## config.mk

```make
export PLATFORM = sky130hd
export DESIGN_NAME = dmem_port_arbiter
export DESIGN_NICKNAME = d
export VERILOG_FILES = /design/src/rtl/dmem_port_arbiter_pkg.sv /design/src/rtl/dmem_port_arbiter.sv
export SDC_FILE = /design/constraint.sdc
export NUM_CORES = 1
export LEC_CHECK = 0
export ABC_AREA = 0
export BUFFER_PORTS_ARGS = -buffer_cell sky130_fd_sc_hd__buf_2
export CORE_UTILIZATION = 24
export DETAILED_ROUTE_END_ITERATION = 6
export GPL_ROUTABILITY_DRIVEN = 0
export PLACE_DENSITY = 0.85
export SYNTH_ARGS = -nofsm -noshare
export SYNTH_HDL_FRONTEND = slang
export SYNTH_SLANG_ARGS = --single-unit
```

## constraint.sdc

```tcl
create_clock -name clk_i -period 1.6 [get_ports clk_i]
set_input_delay 0.32 -clock clk_i [delete_from_list [all_inputs] [get_ports clk_i]]
set_output_delay 0.32 -clock clk_i [all_outputs]
set_load 0.05 [all_outputs]
```

## src/rtl/dmem_port_arbiter_pkg.sv

```systemverilog
// dmem_port_arbiter_pkg: shared widths, watermarks and FSM state type for the data-memory port arbiter.
package dmem_port_arbiter_pkg;
    localparam int WORD_SIZE_P = 16;
    localparam int SB_ENTRY    = 8;
    localparam int SB_CNT_W    = $clog2(SB_ENTRY) + 1;
    localparam int STARVE_MAX  = 4;
    localparam int STARVE_W    = $clog2(STARVE_MAX + 1);

    localparam logic [SB_CNT_W-1:0] SB_HI_WM     = SB_CNT_W'(6);
    localparam logic [SB_CNT_W-1:0] SB_LO_WM     = SB_CNT_W'(2);
    localparam logic [STARVE_W-1:0] STARVE_LIMIT = STARVE_W'(STARVE_MAX);

    typedef enum logic {LD_PRI, ST_PRI} mem_arb_state_e;
endpackage

```

## src/rtl/dmem_port_arbiter.sv

```systemverilog
// dmem_port_arbiter: shares the single data-memory port between LSU loads and store-buffer drains.
module dmem_port_arbiter
    import dmem_port_arbiter_pkg::*;
(
    input  logic                   clk_i,
    input  logic                   reset_i,
    input  logic                   mispredict_i,
    input  logic                   ld_v_i,
    input  logic [WORD_SIZE_P-1:0] ld_addr_i,
    output logic                   ld_ready_o,
    output logic                   ld_data_v_o,
    output logic [WORD_SIZE_P-1:0] ld_data_o,
    input  logic                   st_v_i,
    input  logic [WORD_SIZE_P-1:0] st_addr_i,
    input  logic [WORD_SIZE_P-1:0] st_data_i,
    output logic                   st_ready_o,
    input  logic [SB_CNT_W-1:0]    sb_count_i,
    output logic                   mem_w_v_o,
    output logic [WORD_SIZE_P-1:0] mem_w_addr_o,
    output logic [WORD_SIZE_P-1:0] mem_w_data_o,
    output logic                   mem_r_v_o,
    output logic [WORD_SIZE_P-1:0] mem_r_addr_o,
    input  logic [WORD_SIZE_P-1:0] mem_r_data_i
);
    mem_arb_state_e        r_state;
    logic [STARVE_W-1:0]   r_starve_cnt;
    logic                  r_rd_pend;
    logic                  w_ld_grant;
    logic                  w_st_grant;
    logic [STARVE_W-1:0]   w_starve_nxt;

    assign w_ld_grant = ~reset_i & ld_v_i & ~mispredict_i & (r_state == LD_PRI | ~st_v_i);
    assign w_st_grant = ~reset_i & st_v_i & ~w_ld_grant;

    assign w_starve_nxt = (st_v_i & ~w_st_grant)
                        ? ((r_starve_cnt == STARVE_LIMIT) ? r_starve_cnt : r_starve_cnt + 1'b1)
                        : '0;

    assign ld_ready_o   = w_ld_grant;
    assign st_ready_o   = w_st_grant;
    assign mem_r_v_o    = w_ld_grant;
    assign mem_r_addr_o = w_ld_grant ? ld_addr_i : '0;
    assign mem_w_v_o    = w_st_grant;
    assign mem_w_addr_o = w_st_grant ? st_addr_i : '0;
    assign mem_w_data_o = w_st_grant ? st_data_i : '0;
    assign ld_data_v_o  = r_rd_pend & ~mispredict_i;
    assign ld_data_o    = ld_data_v_o ? mem_r_data_i : '0;

    // Starvation is judged on the updated count so the forced switch lands on the next conflict cycle.
    always_ff @(posedge clk_i or posedge reset_i) begin
        if (reset_i) begin
            r_state      <= LD_PRI;
            r_starve_cnt <= '0;
            r_rd_pend    <= 1'b0;
        end else begin
            r_starve_cnt <= w_starve_nxt;
            r_rd_pend    <= w_ld_grant;
            r_state      <= (r_state == LD_PRI)
                          ? ((sb_count_i >= SB_HI_WM || w_starve_nxt == STARVE_LIMIT) ? ST_PRI : LD_PRI)
                          : ((sb_count_i <= SB_LO_WM && w_starve_nxt == '0) ? LD_PRI : ST_PRI);
        end
    end
endmodule

```

After elaboration in Yosys (flattened, before gate mapping)
Index checks and enable logic that the tools add are counted.
- order comparisons: 2
- bitwise operators: 14
- shifts and indexed selects: 0
- add/subtract/negate cells: 1
- multiply operators: 0
- mux-type cells: 9
- equality and inequality tests: 2
- divide/modulo/power cells: 0
- reduce and logical (&&, ||, !) cells: 3
- operators by type and width (cell ; number):
    16-bit two-way mux ; 4
    1-bit bitwise AND ; 7
    3-bit equality test, second input constant ; 2
    3-bit two-way mux ; 2
    1-bit inverter ; 6
    4-bit by 3-bit greater-or-equal comparator with 1-bit output, second input constant ; 1
    4-bit by 2-bit <= comparator with 1-bit output, second input constant ; 1
    3-bit by 1-bit adder with 3-bit output, second input constant ; 1
    3-bit zero test ; 1
    1-bit two-way mux ; 3
    1-bit logical AND ; 1
    1-bit logical OR ; 1
    1-bit bitwise OR ; 1
- output and inout port bits: 69
- bits of input ports: 73
- latch bits: 0
- flip-flop bits (word level): 5
- RAM bits: 0
- memories kept: 0
- bits in read-only memories: 0
- logic and storage cells: 34

Logic depth before layout (Yosys ltp)
- depth after elaboration: 13
- mapped depth: 5
- mapped depth without buffers: 5

Least setup slack after synthesis
OpenSTA, ideal clock, no wires.
- kind: flip-flop to output port
- from: reg r_rd_pend
- to: out ld_data_o[0]
- setup slack: -399 ps
- required time: 1280 ps
- cell stages (with the launch flop): 4
- buffers on the path: 1
- data arrival time: 1679 ps
- path through: dfrtp_1 > nor2b_1 > clkbuf_1 > and2_1
- longest elaborated chain between the ends: 2
- RTL lines (what ; line ; RTL):
    start: declaration ; dmem_port_arbiter.sv:27 ; logic r_rd_pend;
    start signal: assignment ; dmem_port_arbiter.sv:57 ; r_rd_pend <= w_ld_grant;
    1-bit bitwise AND ; dmem_port_arbiter.sv:46 ; assign ld_data_v_o = r_rd_pend & ~mispredict_i;
    via ld_data_v_o ; dmem_port_arbiter.sv:11 ; output logic ld_data_v_o,
    16-bit two-way mux ; dmem_port_arbiter.sv:47 ; assign ld_data_o = ld_data_v_o ? mem_r_data_i : '0;
    end: declaration ; dmem_port_arbiter.sv:12 ; output logic [WORD_SIZE_P-1:0] ld_data_o,
The timed path passes the listed nets, and every way through them passes these cells.

Worst setup path in the final report
- from: reg r_state
- to: out mem_r_addr_o[15]
- longest elaborated chain between the ends: 4
- RTL lines (what ; line ; RTL):
    start: declaration ; dmem_port_arbiter.sv:25 ; mem_arb_state_e r_state;
    start signal: assignment ; dmem_port_arbiter.sv:58 ; r_state <= (r_state == LD_PRI)
    1-bit inverter ; n/a ;
    1-bit bitwise OR ; dmem_port_arbiter.sv:32 ; assign w_ld_grant = ~reset_i & ld_v_i & ~mispredict_i & (r_state == LD_PRI | ~st_v_i);
    1-bit bitwise AND ; dmem_port_arbiter.sv:32 ;
    16-bit two-way mux ; dmem_port_arbiter.sv:42 ; assign mem_r_addr_o = w_ld_grant ? ld_addr_i : '0;
    end: declaration ; dmem_port_arbiter.sv:22 ; output logic [WORD_SIZE_P-1:0] mem_r_addr_o,
Every way passes these cells.

==> metrics.md <==
| Metric | Value |
|---|---|
| Switching Power | `0.000349 W` |
| Avg WL per Cell | `12.5 um` |
| Ant. Diodes | `0` |
| Post-Synth Simple-Gate Area | `0.605` |
| Failing checks | `setup timing` |
| RSZ-0062 raised after global routing | `true` |
| Final setup viols | `52` |
| Cell row count | `20` |
| Design internal power | `0.000464 W` |
| Remaining Overflow, GRT | `0` |
| Slowest cell on the critical path | `dfrtp_2` |
| I/O pin total | `142` |
| Via density per instance | `4.25` |
| Max cap viols | `0` |
| # hold bufs at CTS | `0` |
| Syn Nets | `179` |
| Synth area leader | `and2_1` |
| Mapped cell area | `782 um^2` |
| Gr usage total | `0.191` |
| Full die area | `0.00349 mm^2` |
| Most Frequent Cell on Critical Path | `buf_6` |
| Post-DP HPWL | `2.53 mm` |
| Num CTS Buffers | `3` |
| Die Ht | `59.1 um` |
| Minimum clock period | `1.83 ns` |
| Antenna violations before repair | `0` |
| Post-Syn Instances | `104` |
| Largest net degree at the start of global routing | `35` |
| Peak VDD IR | `374 uV` |
| Residual DRC count | `0` |
| Final max-slew violation count | `0` |
| Synth Area in Compound Gates | `0.115` |
| H-tree Lvls | `1` |
| Register area share after synthesis | `0.160` |
| Area grow syn2layout | `177%` |
| Buffers on Ports | `141` |
| Clk pin slew, worst setup/hold paths | `0.04 ns` |
| Reg power frac | `0.169` |
| WP data arrival | `1.51 ns` |
| Biggest cell delay along the critical path | `0.43 ns` |
| DRT Wirelength | `3.69 mm` |
| CP max FO | `19` |
| Switch share | `0.429` |
| Worst-skew pair later-pin latency | `0.24 ns` |
| Final Worst Setup Slack | `-0.226 ns` |
| Starting density of the core | `0.254` |
| Vias | `1258` |
| Synth unique cells | `24` |
| Synth Area in XOR/XNOR | `0.0112` |
| WP data required | `1.28 ns` |
| Setup_tns | `-10.24 ns` |
| Final nets | `328` |
| Rel. slew slack | `0.781` |
| Core area | `0.00308 mm^2` |
| Critical path cell sequence | `a2111oi_4 -> buf_6 -> and2_2 -> buf_6` |
| Final ANT Viol Nets | `0` |
| Main combinational cell family by area after synthesis | `simple AND/OR/NAND/NOR gates` |
| Fmax achieved | `0.548 GHz` |
| Hold Path Class | `in2async` |
| Critical Path Start Type | `flip-flop` |
| Layout cells sized above 1 | `0.849` |
| Top-area cell type share of the netlist area | `0.520` |
| CTS max path bufs | `2` |
| Avg Cell Area, Syn | `7.52 um^2` |
| TritonRoute pass-1 iters | `6` |
| Setup bufs post-CTS | `0` |
| Initial drt markers | `37` |
| Crit Path Class | `reg2out` |
| Period utilization | `1.14` |
| Fraction of the mapped netlist area in adder cells | `0.0320` |
| Final Hold Slack | `0.151 ns` |
| Clock skew | `0.00380 ns` |
| CTS tree | `done` |
| CTS root buffer | `clkbuf_4` |
| Pwr per Cell Area | `375 mW/mm^2` |
| Status | `complete, but fails checks` |
| Worst-Margin Slew | `0.326 ns` |
| Final hold viol count | `0` |
| First-pass GRT wire length | `5.04 mm` |
| Vias in the first global route | `1181` |
| Clk sink count | `5` |
| Die X | `59.1 um` |
| Multiplexer share of the synthesized area | `0` |
| Crit path capture type | `output port` |
| Clock power share | `0.177` |
| Synth area leaders | `and2_1, dfrtp_1, a2111oi_4` |
| Ys Warns | `0` |
| Logic pwr share | `0.654` |
| Leakage | `1.16 nW` |
| Yosys reg bits | `5` |
metal layers:
metal  track usage  up-vias  wire, um
met5             0        -         0
met4        0.0680        0        24
met3        0.0371        4       360
met2         0.390       88      2070
met1         0.186      543      1240
li1              -      623         -
timing repair:
action                                 in CTS  in global routing
cloned                                      0                  0
gates resized for setup                   117                 45
pin swaps                                   0                  2
setup endpoints to repair                  54                 69
endpoints found under the hold margin       0                  0
cell type report:
class,count,area [um^2]
inverter,5,18.8
sequential,5,126
tap,44,55.1
timing repair buffer,151,1250
multi-input combinational,87,692
fill,241,910
clock buffer,4,26.3
cell usage in the layout (no fill, tap or decap), types with 2 or more instances in the layout:
cell type and count:
buf_2 74, buf_6 41, and2_2 38, buf_8 18, and2_4 17, buf_4 16, and2_1 10, inv_1 5
clkbuf_4 4, dfrtp_1 4, nor2_1 3, nor3b_2 2, nand2b_1 2, ha_1 2
metrics by stage:
stage | worst slack [ns] | cell area (um^2) | cells | util | total power (W)
floorplan | -0.0634 | 883 | 104 | - | 0.000426
global placement | -0.144 | 1680 | 292 | 0.545 | 0.000576
detailed placement | -0.176 | 1680 | 292 | 0.545 | 0.000582
CTS | -0.239 | 2080 | 296 | 0.676 | 0.000805
global route | -0.302 | 2170 | 296 | 0.704 | 0.000858
finish | -0.226 | 2170 | 296 | 0.704 | 0.000813
registers in the layout, summed over array words and instances, names as in the netlist:
| signal | count |
|---|---|
| r_state | 1 |
| r_starve_cnt | 3 |
| r_rd_pend | 1 |
worst max-delay path, delay by kind of cell, from the launching register on:
kind                   cells  cell delay (ns)
AO/OA/AOI/OAI              1             0.30
AND/OR/NAND/NOR            1             0.17
buffers and inverters      2             0.36
flip-flops                 1             0.43
cells in the mapped netlist:
cell type   n
a311o_1     1
o21ai_0     1
o211ai_2    1
nand2b_1    2
dfrtp_1     5
nand3b_1    1
ha_1        2
o2111ai_1   1
nor2b_1     1
a21o_1      1
nor3b_2     1
inv_1       5
nor2_1      3
o21ai_1     1
xnor2_1     1
clkbuf_1    1
a2111oi_4   1
a221oi_1    1
and2_1     65
nor3b_1     1
a21oi_1     1
buf_2       3
or3b_1      1
buf_4       3
power by group through the flow:
| stage | sequential (W) | clock, W | combinational, W |
|---|---|---|---|
| after floorplan | 0.000139 | 0 | 0.000287 |
| final | 0.000137 | 0.000144 | 0.000532 |
| after CTS | 0.000137 | 0.000150 | 0.000518 |
| after detailed placement | 0.000139 | 0 | 0.000443 |
| after global placement | 0.000138 | 0 | 0.000438 |
| after global routing | 0.000138 | 0.000160 | 0.000559 |
logic make-up (layout without fill, tap and decap cells):
logic type	after synthesis	after routing
buf+inv	12	160
simple gates	75	75
fa+ha+maj	2	2
compound gates	9	9
flops	5	5
xor+xnor	1	1
path summary, 6_finish.rpt:
check,from,end,slack (ns),cells past startpoint
worst min register to register,r_state,r_rd_pend,0.67,2
min in group clk_i,sb_count_i[3],r_state,0.29,3
max in group asynchronous,reset_i,r_state,1.26,3
worst max register to register,r_starve_cnt[0],r_state,0.11,5
worst min-delay path,reset_i,r_starve_cnt[2],0.15,3
worst max-delay path,r_state,mem_r_addr_o[15],-0.23,4
(Power assumes the default switching activity.)
